**config.mk**
```make
export PLATFORM = sky130hd
export DESIGN_NAME = segmem_arb_ctrl_flat
export DESIGN_NICKNAME = d
export VERILOG_FILES = /design/src/rtl/tcam_pkg.sv /design/src/rtl/segmem_arb_ctrl_if.sv /design/src/rtl/ffxkclkx.sv /design/src/rtl/seg_slot_merge.sv /design/src/rtl/segmem_arb_ctrl.sv /design/src/flat_wrapper.sv
export SDC_FILE = /design/constraint.sdc
export NUM_CORES = 1
export LEC_CHECK = 0
export CORE_UTILIZATION = 41
export CTS_CLUSTER_SIZE = 14
export DETAILED_ROUTE_END_ITERATION = 7
export PLACE_DENSITY = 0.77
export SLEW_MARGIN = 40
export SYNTH_ARGS = -nofsm -noshare
export SYNTH_HDL_FRONTEND = slang
export SYNTH_SLANG_ARGS = --single-unit
export TNS_END_PERCENT = 50
```
**constraint.sdc**
```tcl
create_clock -name clk -period 10.1 [get_ports clk]
set_input_delay 2.02 -clock clk [delete_from_list [all_inputs] [get_ports clk]]
set_output_delay 2.02 -clock clk [all_outputs]
set_load 0.02 [all_outputs]
```
**src/rtl/tcam_pkg.sv**
```systemverilog
// rtl/tcam_pkg.sv - shared widths, FSM encoding and slot helper for the segment-memory arbiter
package tcam_pkg;
    localparam int AWID       = 8;
    localparam int SEGWID     = 10;
    localparam int MASKWID    = 13;
    localparam int VTWID      = SEGWID * MASKWID;
    localparam int SLOTW      = 4;
    localparam int STARVE_DEF = 4;

    typedef enum logic [1:0] {
        ST_IDLE     = 2'd0,
        ST_UPD_WAIT = 2'd1,
        ST_UPD_WR   = 2'd2
    } state_e;

    function automatic logic slot_valid(input logic [SLOTW-1:0] slot);
        return slot < SLOTW'(MASKWID);
    endfunction
endpackage

```
**src/rtl/segmem_arb_ctrl_if.sv**
```systemverilog
// rtl/segmem_arb_ctrl_if.sv - search/update request and memory port bundle
interface segmem_arb_ctrl_if;
    import tcam_pkg::*;

    logic              i_Srch_Valid;
    logic [AWID-1:0]   i_Srch_Addr;
    logic              o_Srch_Ready;
    logic              i_Upd_Valid;
    logic [AWID-1:0]   i_Upd_Addr;
    logic [SLOTW-1:0]  i_Upd_Slot;
    logic [SEGWID-1:0] i_Upd_Segment;
    logic              o_Upd_Ready;
    logic              o_Upd_Done;
    logic              o_Upd_Err;
    logic              o_Mem_En;
    logic              o_Mem_We;
    logic [AWID-1:0]   o_Mem_Addr;
    logic [VTWID-1:0]  o_Mem_Wdata;
    logic [VTWID-1:0]  i_Mem_Rdata;
    logic [VTWID-1:0]  o_Srch_Vect;
    logic              o_Srch_Vect_Valid;

    modport slave (
        input  i_Srch_Valid, i_Srch_Addr, i_Upd_Valid, i_Upd_Addr, i_Upd_Slot,
               i_Upd_Segment, i_Mem_Rdata,
        output o_Srch_Ready, o_Upd_Ready, o_Upd_Done, o_Upd_Err, o_Mem_En, o_Mem_We,
               o_Mem_Addr, o_Mem_Wdata, o_Srch_Vect, o_Srch_Vect_Valid
    );

    modport master (
        output i_Srch_Valid, i_Srch_Addr, i_Upd_Valid, i_Upd_Addr, i_Upd_Slot,
               i_Upd_Segment, i_Mem_Rdata,
        input  o_Srch_Ready, o_Upd_Ready, o_Upd_Done, o_Upd_Err, o_Mem_En, o_Mem_We,
               o_Mem_Addr, o_Mem_Wdata, o_Srch_Vect, o_Srch_Vect_Valid
    );
endinterface

```
**src/rtl/ffxkclkx.sv**
```systemverilog
// rtl/ffxkclkx.sv - generic k-stage pipeline register with every stage exposed
module ffxkclkx #(
    parameter int WIDTH = 1,
    parameter int DEPTH = 2
) (
    input  logic                   clk,
    input  logic                   rst,
    input  logic [WIDTH-1:0]       d_i,
    output logic [DEPTH*WIDTH-1:0] pipe_o
);
    logic [DEPTH*WIDTH-1:0] pipe_q;

    always_ff @(posedge clk or posedge rst) begin
        if (rst) begin
            pipe_q <= '0;
        end else begin
            pipe_q[WIDTH-1:0] <= d_i;
            for (int k = 1; k < DEPTH; k++) begin
                pipe_q[k*WIDTH +: WIDTH] <= pipe_q[(k-1)*WIDTH +: WIDTH];
            end
        end
    end

    assign pipe_o = pipe_q;
endmodule

```
**src/rtl/seg_slot_merge.sv**
```systemverilog
// rtl/seg_slot_merge.sv - replaces one segment slot of a vector; out-of-range slots pass through
module seg_slot_merge import tcam_pkg::*; (
    input  logic [VTWID-1:0]  vect_i,
    input  logic [SLOTW-1:0]  slot_i,
    input  logic [SEGWID-1:0] seg_i,
    output logic [VTWID-1:0]  vect_o
);
    always_comb begin
        vect_o = vect_i;
        for (int k = 0; k < MASKWID; k++) begin
            if (slot_i == SLOTW'(k)) begin
                vect_o[k*SEGWID +: SEGWID] = seg_i;
            end
        end
    end
endmodule

```
**src/rtl/segmem_arb_ctrl.sv**
```systemverilog
// rtl/segmem_arb_ctrl.sv - arbitrates single-cycle searches against read-modify-write segment updates
// Searches win unless an update has waited STARVE consecutive search grants.
module segmem_arb_ctrl import tcam_pkg::*; #(
    parameter int STARVE = STARVE_DEF
) (
    input  logic             clk,
    input  logic             rst,
    segmem_arb_ctrl_if.slave bus
);
    localparam int              CNTW       = $clog2(STARVE + 1);
    localparam logic [CNTW-1:0] STARVE_MAX = CNTW'(STARVE);

    state_e            state_q, state_d;
    logic [CNTW-1:0]   starve_q, starve_d;
    logic [AWID-1:0]   addr_q;
    logic [AWID-1:0]   upd_addr_q;
    logic [SLOTW-1:0]  slot_q;
    logic [SEGWID-1:0] seg_q;
    logic [VTWID-1:0]  merged_q, merged_d;
    logic [VTWID-1:0]  vect_q;
    logic              err_q;
    logic              srch_gnt, upd_gnt, upd_ok, upd_done;
    logic              mem_en, mem_we;
    logic [AWID-1:0]   mem_addr;
    logic [1:0]        srch_pipe;

    seg_slot_merge u_merge (
        .vect_i (bus.i_Mem_Rdata),
        .slot_i (slot_q),
        .seg_i  (seg_q),
        .vect_o (merged_d)
    );

    // stage 0 marks read data arriving, stage 1 is the vector-valid strobe
    ffxkclkx #(.WIDTH(1), .DEPTH(2)) u_srch_dly (
        .clk    (clk),
        .rst    (rst),
        .d_i    (srch_gnt),
        .pipe_o (srch_pipe)
    );

    always_comb begin
        state_d  = state_q;
        starve_d = starve_q;
        srch_gnt = 1'b0;
        upd_gnt  = 1'b0;
        upd_done = 1'b0;
        mem_en   = 1'b0;
        mem_we   = 1'b0;
        mem_addr = addr_q;
        upd_ok   = slot_valid(bus.i_Upd_Slot);
        // grants are gated so every output reads 0 while reset is held
        if (!rst) begin
            case (state_q)
                ST_IDLE: begin
                    if (bus.i_Srch_Valid && (!bus.i_Upd_Valid || starve_q < STARVE_MAX)) begin
                        srch_gnt = 1'b1;
                        mem_en   = 1'b1;
                        mem_addr = bus.i_Srch_Addr;
                    end else if (bus.i_Upd_Valid) begin
                        upd_gnt = 1'b1;
                        if (upd_ok) begin
                            mem_en   = 1'b1;
                            mem_addr = bus.i_Upd_Addr;
                            state_d  = ST_UPD_WAIT;
                        end
                    end
                end
                ST_UPD_WAIT: state_d = ST_UPD_WR;
                ST_UPD_WR: begin
                    mem_en   = 1'b1;
                    mem_we   = 1'b1;
                    mem_addr = upd_addr_q;
                    upd_done = 1'b1;
                    state_d  = ST_IDLE;
                end
                default: state_d = ST_IDLE;
            endcase
            if (!bus.i_Upd_Valid || upd_gnt) begin
                starve_d = '0;
            end else if (srch_gnt && starve_q < STARVE_MAX) begin
                starve_d = starve_q + 1'b1;
            end
        end
    end

    always_ff @(posedge clk or posedge rst) begin
        if (rst) begin
            state_q    <= ST_IDLE;
            starve_q   <= '0;
            addr_q     <= '0;
            upd_addr_q <= '0;
            slot_q     <= '0;
            seg_q      <= '0;
            merged_q   <= '0;
            vect_q     <= '0;
            err_q      <= 1'b0;
        end else begin
            state_q  <= state_d;
            starve_q <= starve_d;
            addr_q   <= mem_addr;
            err_q    <= upd_gnt && !upd_ok;
            if (upd_gnt) begin
                upd_addr_q <= bus.i_Upd_Addr;
                slot_q     <= bus.i_Upd_Slot;
                seg_q      <= bus.i_Upd_Segment;
            end
            if (state_q == ST_UPD_WAIT) begin
                merged_q <= merged_d;
            end
            if (srch_pipe[0]) begin
                vect_q <= bus.i_Mem_Rdata;
            end
        end
    end

    assign bus.o_Srch_Ready      = srch_gnt;
    assign bus.o_Upd_Ready       = upd_gnt;
    assign bus.o_Upd_Done        = upd_done;
    assign bus.o_Upd_Err         = err_q;
    assign bus.o_Mem_En          = mem_en;
    assign bus.o_Mem_We          = mem_we;
    assign bus.o_Mem_Addr        = mem_addr;
    assign bus.o_Mem_Wdata       = merged_q;
    assign bus.o_Srch_Vect       = vect_q;
    assign bus.o_Srch_Vect_Valid = srch_pipe[1];
endmodule

```
**src/flat_wrapper.sv**
```systemverilog
// flat-port wrapper written by rule: the top's interface ports become plain ports
module segmem_arb_ctrl_flat import tcam_pkg::*;
#(
    parameter int STARVE = STARVE_DEF
)
  (clk, rst, bus_i_Srch_Valid, bus_i_Srch_Addr, bus_i_Upd_Valid, bus_i_Upd_Addr, bus_i_Upd_Slot, bus_i_Upd_Segment, bus_i_Mem_Rdata, bus_o_Srch_Ready, bus_o_Upd_Ready, bus_o_Upd_Done, bus_o_Upd_Err, bus_o_Mem_En, bus_o_Mem_We, bus_o_Mem_Addr, bus_o_Mem_Wdata, bus_o_Srch_Vect, bus_o_Srch_Vect_Valid);
  segmem_arb_ctrl_if bus_i ();
  input  logic clk;
  input  logic rst;
  input wire logic [$bits(bus_i.i_Srch_Valid)-1:0] bus_i_Srch_Valid;
  input wire logic [$bits(bus_i.i_Srch_Addr)-1:0] bus_i_Srch_Addr;
  input wire logic [$bits(bus_i.i_Upd_Valid)-1:0] bus_i_Upd_Valid;
  input wire logic [$bits(bus_i.i_Upd_Addr)-1:0] bus_i_Upd_Addr;
  input wire logic [$bits(bus_i.i_Upd_Slot)-1:0] bus_i_Upd_Slot;
  input wire logic [$bits(bus_i.i_Upd_Segment)-1:0] bus_i_Upd_Segment;
  input wire logic [$bits(bus_i.i_Mem_Rdata)-1:0] bus_i_Mem_Rdata;
  output wire logic [$bits(bus_i.o_Srch_Ready)-1:0] bus_o_Srch_Ready;
  output wire logic [$bits(bus_i.o_Upd_Ready)-1:0] bus_o_Upd_Ready;
  output wire logic [$bits(bus_i.o_Upd_Done)-1:0] bus_o_Upd_Done;
  output wire logic [$bits(bus_i.o_Upd_Err)-1:0] bus_o_Upd_Err;
  output wire logic [$bits(bus_i.o_Mem_En)-1:0] bus_o_Mem_En;
  output wire logic [$bits(bus_i.o_Mem_We)-1:0] bus_o_Mem_We;
  output wire logic [$bits(bus_i.o_Mem_Addr)-1:0] bus_o_Mem_Addr;
  output wire logic [$bits(bus_i.o_Mem_Wdata)-1:0] bus_o_Mem_Wdata;
  output wire logic [$bits(bus_i.o_Srch_Vect)-1:0] bus_o_Srch_Vect;
  output wire logic [$bits(bus_i.o_Srch_Vect_Valid)-1:0] bus_o_Srch_Vect_Valid;
  assign bus_i.i_Srch_Valid = bus_i_Srch_Valid;
  assign bus_i.i_Srch_Addr = bus_i_Srch_Addr;
  assign bus_i.i_Upd_Valid = bus_i_Upd_Valid;
  assign bus_i.i_Upd_Addr = bus_i_Upd_Addr;
  assign bus_i.i_Upd_Slot = bus_i_Upd_Slot;
  assign bus_i.i_Upd_Segment = bus_i_Upd_Segment;
  assign bus_i.i_Mem_Rdata = bus_i_Mem_Rdata;
  assign bus_o_Srch_Ready = bus_i.o_Srch_Ready;
  assign bus_o_Upd_Ready = bus_i.o_Upd_Ready;
  assign bus_o_Upd_Done = bus_i.o_Upd_Done;
  assign bus_o_Upd_Err = bus_i.o_Upd_Err;
  assign bus_o_Mem_En = bus_i.o_Mem_En;
  assign bus_o_Mem_We = bus_i.o_Mem_We;
  assign bus_o_Mem_Addr = bus_i.o_Mem_Addr;
  assign bus_o_Mem_Wdata = bus_i.o_Mem_Wdata;
  assign bus_o_Srch_Vect = bus_i.o_Srch_Vect;
  assign bus_o_Srch_Vect_Valid = bus_i.o_Srch_Vect_Valid;
  segmem_arb_ctrl #(.STARVE(STARVE)) u_core (.clk(clk), .rst(rst), .bus(bus_i));
endmodule
```
# Word-level counts from Yosys, hierarchy flattened

Cells that the tools add are included.
W data, S select, Z words.

Register bits: 298
Bits in latches: 0
Bits in writable memories: 0
Memory bits (read-only): 0
Bits of input ports: 164
Output and inout port bits: 275
Logic and storage cells: 83
Memories: 0

$add $sub $neg: 1
Multipliers: 0
Divide/modulo/power cells: 0
Order comparisons: 2
Equal/unequal tests: 17
Shift-type cells: 0
Mux-type cells: 40
Bitwise operators: 1
Reduce and logical (&&, ||, !) cells: 12

Operator list:

| kind                  | count |
|---|---|
| $mux W10              | 13 |
| $mux W8               | 4 |
| $eq A4 B4 Y1 const B  | 5 |
| $eq A4 B3 Y1 const B  | 4 |
| $pmux W8 S2           | 1 |
| $mux W1               | 15 |
| $eq A4 B2 Y1 const B  | 2 |
| $mux W2               | 3 |
| $mux W3               | 2 |
| $eq A4 B1 Y1 const B  | 1 |
| $logic_not A4 Y1      | 1 |
| $lt A4 B4 Y1 const B  | 1 |
| $ne A2 B2 Y1 const B  | 2 |
| $pmux W2 S2           | 1 |
| $reduce_and A4 Y1     | 1 |
| $add A3 B1 Y3 const B | 1 |
| $logic_and A1 B1 Y1   | 3 |
| $lt A3 B3 Y1 const B  | 1 |
| $eq A2 B1 Y1 const B  | 1 |
| $eq A2 B2 Y1 const B  | 1 |
| $logic_not A1 Y1      | 2 |
| $logic_not A2 Y1      | 1 |
| $logic_or A1 B1 Y1    | 2 |
| $ne A2 B1 Y1 const B  | 1 |
| 4 further kinds       | 4 |

# Logic depth before layout (Yosys ltp)

Depth after elaboration: 9
Mapped depth: 7
Gate-level depth less buffers: 4

# Cells and area by module

Synthesis repeated with hierarchy kept, for this count alone.

Cells, all modules: 875
Area, all modules: 13170.1 µm²

By module, submodules not included:

| module          | times used | cells an instance | area each (µm²) | sequential area each (µm²) |
|---|---|---|---|---|
| segmem_arb_ctrl | 1          | 703               | 11379.7         | 7407.1 |
| seg_slot_merge  | 1          | 169               | 1736.7          | 0.0 |
| ffxkclkx        | 1          | 3                 | 53.8            | 50.0 |

# Worst setup path after synthesis

OpenSTA, ideal clock, no wires.

Path kind: in2out
Start point: input port bus_i_Upd_Slot[1]
End point: output port bus_o_Mem_Addr[3]
Arrival time: 3.253 ns
Required time: 8.080 ns
Setup slack: 4.827 ns
Stages: 5
Path buffers: 1
Cell sequence: o211ai_1 -> nand2_1 -> clkbuf_1 -> mux2i_1 -> o21ai_0

Word-level cells in the longest chain between the ends: 6

RTL lines:

| what               | line                  | source |
|---|---|---|
| start: declaration | flat_wrapper.sv:14    | `input wire logic [$bits(bus_i.i_Upd_Slot)-1:0] bus_i_Upd_Slot;` |
| $lt A4 B4 Y1       | tcam_pkg.sv:17        | `return slot < SLOTW'(MASKWID);` |
| $mux W8            | segmem_arb_ctrl.sv:62 | `if (upd_ok) begin` |
| $mux W8            | segmem_arb_ctrl.sv:60 | `end else if (bus.i_Upd_Valid) begin` |
| $mux W8            | segmem_arb_ctrl.sv:56 | `if (bus.i_Srch_Valid && (!bus.i_Upd_Valid \|\| starve_q < STARVE_MAX)) begin` |
| $pmux W8 S2        | segmem_arb_ctrl.sv:54 | `case (state_q)` |
| $mux W8            | segmem_arb_ctrl.sv:53 | `if (!rst) begin` |
| end: declaration   | flat_wrapper.sv:23    | `output wire logic [$bits(bus_i.o_Mem_Addr)-1:0] bus_o_Mem_Addr;` |

No other way between the ends.

# Worst setup path in the final report

Start point: input port bus_i_Upd_Slot[1]
End point: output port bus_o_Mem_Addr[7]

The elaborated chain is that of the path after synthesis.

==> results.json <==
{
  "outcome": "finished, final reports clean",
  "crit_slowest_cell": "clkdlybuf4s50_1",
  "final_slew_violations": 0,
  "reg2reg_setup_slack_ns": 7.83,
  "fin_worst_skew_ns": 0.01909,
  "start_point_of_the_worst_hold_path": "u_core.bus.o_Mem_Wdata[90]",
  "yosys_warnings": 0,
  "synth-async-reset-ratio_pct": 100.0,
  "slew_headroom_pct": 46.52,
  "final.period_utilization_pct": 63.00,
  "critical_path.max_stage_delay_ns": 0.70,
  "worst-setup-path-type": "input port to primary output",
  "r2r.worst_path.cells": 3,
  "worst_hold_path.endpoint": "u_core.bus.o_Mem_Wdata[90]",
  "worstPathMaxFanout": 13,
  "timing_worst_slew_pin_value_ns": 0.8022,
  "core_um2": 29870,
  "wire_length_of_the_first_global_routing_pass_mm": 59.73,
  "detailed_place_hpwl_mm": 27.62,
  "rsz0062_at_grt": "no",
  "post_cts_resized": 0,
  "numCtsBuffers": 34,
  "grt.total_usage_pct": 25.49,
  "data_arrival_time_of_the_worst_path_ns": 4.34,
  "iteration_0_drc_count_of_the_detailed_router": 406,
  "tns_ns": 0,
  "clock_tree.buffer_depth": 3,
  "timing.max_cap.violations": 0,
  "synth.distinct_cells": 33,
  "report.final.hold_viol_count": 0,
  "synthesis.nets": 1166,
  "floorplan.initialDensity_pct": 41.98,
  "period_needed_ns": 6.363,
  "ys_ff_latch": 298,
  "timing.critical_path.mode_cell": "clkdlybuf4s50_1",
  "netlist_instances": 1001,
  "postSynth.topFlopCell": "dfrtp_1",
  "drt-total-wl_mm": 40.24,
  "comb_power_share_pct": 38.1,
  "worst_skew_pair.late_latency_ns": 0.51,
  "clockPowerShare_pct": 24.0,
  "final_cell_mix": "clkdlybuf4s50_1 (438), dfrtp_1 (289), mux2_2 (143)",
  "syn-cell-area_um2": 12540,
  "area.growth.synth_to_final_pct": 46.68,
  "timing.hold.worst_path_depth": 2,
  "remaining_design_rule_violation_count": 0,
  "rr_startpoint": "u_core.state_q[1]",
  "vdd_drop_max_mv": 0.1935,
  "internal_power_mw": 3.226,
  "max_freq_ghz": 0.1572,
  "gr-total-overflow": 0,
  "placement.cell_area_um2": 17250,
  "first_global_vias": 9858,
  "leakage_nw": 7.710,
  "power_density_nw_per_um2": 271.6,
  "number_of_enable_flip_flop_cells_after_synthesis": 0,
  "floorplan.die_area_um2": 31290,
  "endpoint_kind": "primary output",
  "synth_seq_area_share_pct": 59.46,
  "h-tree-depth": 2,
  "post_cts_buffers": 0,
  "cts.hold.buffers_added": 0,
  "grt_antenna_before_repair": 2,
  "worst_hold_path_type": "flip-flop to flip-flop",
  "horizontal_extent_of_the_die_um": 176.9,
  "final_layout_size_suffix_gt1_share_pct": 16.18,
  "power_switching_mw": 1.770,
  "cts_tree": "done",
  "route.vias.total": 9509,
  "boundaryPins": 439,
  "p_sw_share_pct": 35.43,
  "gp_congestion": 0.8268,
  "antenna_viol_nets_final": 0,
  "drtPass1Iterations": 6,
  "wl_per_cell_um": 21.97,
  "synth.avg_cell_area_um2": 12.53,
  "cts_sinks": 298,
  "port-buffer-count": 438,
  "timing.critical_path.from_type": "input port",
  "report.final.setup_viol": 0,
  "clk_transition_reported_paths_ns": 0.05,
  "nFillCells": 2371,
  "final_net_count": 1581,
  "hold_slack_ns": 0.4751,
  "share_seq_of_total_power_pct": 37.9,
  "critical_path.reg2reg.endpoint": "u_core.bus.o_Mem_Wdata[13]",
  "placementRows": 63,
  "worst-endpoint-required_ns": 8.08,
  "floorplan.die.height_um": 176.9,
  "grt_max_degree": 118,
  "cp_cell_sequence": "clkdlybuf4s50_1 -> o211ai_1 -> nand2_1 -> mux2i_1 -> o21ai_0 -> clkdlybuf4s50_1",
  "cts_root_buf": "clkbuf_16",
  "post-route-cell-area_um2": 18400,
  "viasPerCell": 5.191,
  "commonest_non_fill_non_tap_cell_in_the_layout": "clkdlybuf4s50_1"
}
power by group through the flow:
stage | Sequential, mW | Clock [mW] | Combinational, mW
after detailed placement | 1.92 | 0 | 1.90
final | 1.90 | 1.20 | 1.90
after floorplan | 2.22 | 0 | 0.530
after global routing | 1.94 | 1.27 | 2.02
after CTS | 1.90 | 1.22 | 1.91
after global placement | 1.89 | 0 | 1.88
cells in the mapped netlist (3+ instances only):
cell,n,area share [%]
a21oi_1,4,0.16
a221oi_1,8,0.56
a22o_1,4,0.28
a2bb2oi_1,3,0.21
and3_1,6,0.30
buf_1,3,0.090
buf_2,30,1.2
buf_4,9,0.54
clkbuf_1,32,0.96
dfrtp_1,298,59
mux2_1,10,0.90
mux2_2,143,13
mux2i_1,135,11
nand2_1,138,4.1
nand2b_1,6,0.30
nor2_1,4,0.12
nor2_4,4,0.36
nor2b_1,3,0.15
nor3_1,6,0.24
o21ai_0,118,4.7
o21ai_1,22,0.88
cell families (layout without fill, tap and decap cells):
family / after synthesis / in the layout / synth area share (%)
compound gates: 161 / 161 / 6.943
fa+ha+maj: 1 / 1 / 0.09974
buf+inv: 77 / 516 / 2.883
flops: 298 / 298 / 59.46
mux: 288 / 288 / 24.51
other cells: 0 / 2 / 0
simple gates: 176 / 176 / 6.105
how the worst max path moves through the flow:
stage / cells past startpoint / endpoint / slack, ns / from
CTS: 6 / bus_o_Mem_Addr[7] / 3.74 / rst
global route: 6 / bus_o_Mem_Addr[7] / 3.58 / bus_i_Upd_Slot[1]
floorplan: 2 / u_core.addr_q[0] / 3.91 / rst
detailed placement: 6 / bus_o_Mem_Addr[7] / 3.75 / rst
finish: 6 / bus_o_Mem_Addr[7] / 3.74 / bus_i_Upd_Slot[1]
global placement: 6 / bus_o_Mem_Addr[7] / 3.79 / bus_i_Upd_Slot[1]
layout make-up:
type                       count  area [um^2]  area share [%]
antenna                        2        5.005         0.02721
tap                          390        488.0           2.653
sequential                   298         7471           40.61
clock buffer                  55         1020           5.543
timing repair buffer         454         4559           24.78
inverter                       2        11.26         0.06121
multi-input combinational    626         4773           25.95
clock inverter                 5        68.82          0.3741
layer usage:
layer	part of all wire (%)	global-route usage, %	vias to the layer above	wire (um)
met4	3.7	10.74	0	1494
met5	0	0	-	0
met1	39	31.25	4718	15840
met2	49	42.30	367	19800
met3	7.7	6.873	91	3108
li1	-	-	4333	-
sequential cells by signal, summed over array words and instances (netlist names):
register                  count
u_core.starve_q               3
u_core.slot_q                 4
u_core.bus.o_Upd_Err          1
u_core.bus.o_Mem_Wdata      130
u_core.bus.o_Srch_Vect      130
u_core.addr_q                 8
u_core.state_q                2
u_core.u_srch_dly.pipe_o      2
u_core.upd_addr_q             8
u_core.seg_q                 10
per-stage QoR:
| step | total power [mW] | worst slack (ns) | utilization (%) | instances |
|---|---|---|---|---|
| after floorplan | 2.753 | 3.914 | - | 1001 |
| after global placement | 3.771 | 3.786 | 57.63 | 1768 |
| after detailed placement | 3.822 | 3.749 | 57.74 | 1768 |
| after CTS | 5.037 | 3.738 | 61.39 | 1828 |
| after global routing | 5.235 | 3.583 | 61.58 | 1832 |
| final | 4.996 | 3.737 | 61.58 | 1832 |
worst max-delay path: cells and delay by family:
kind,cells,cell delay [ns]
compound gates,2,0.58
buf+inv,2,1.12
mux,1,0.21
simple gates,1,0.41
Power figures use the tool's default switching activity.
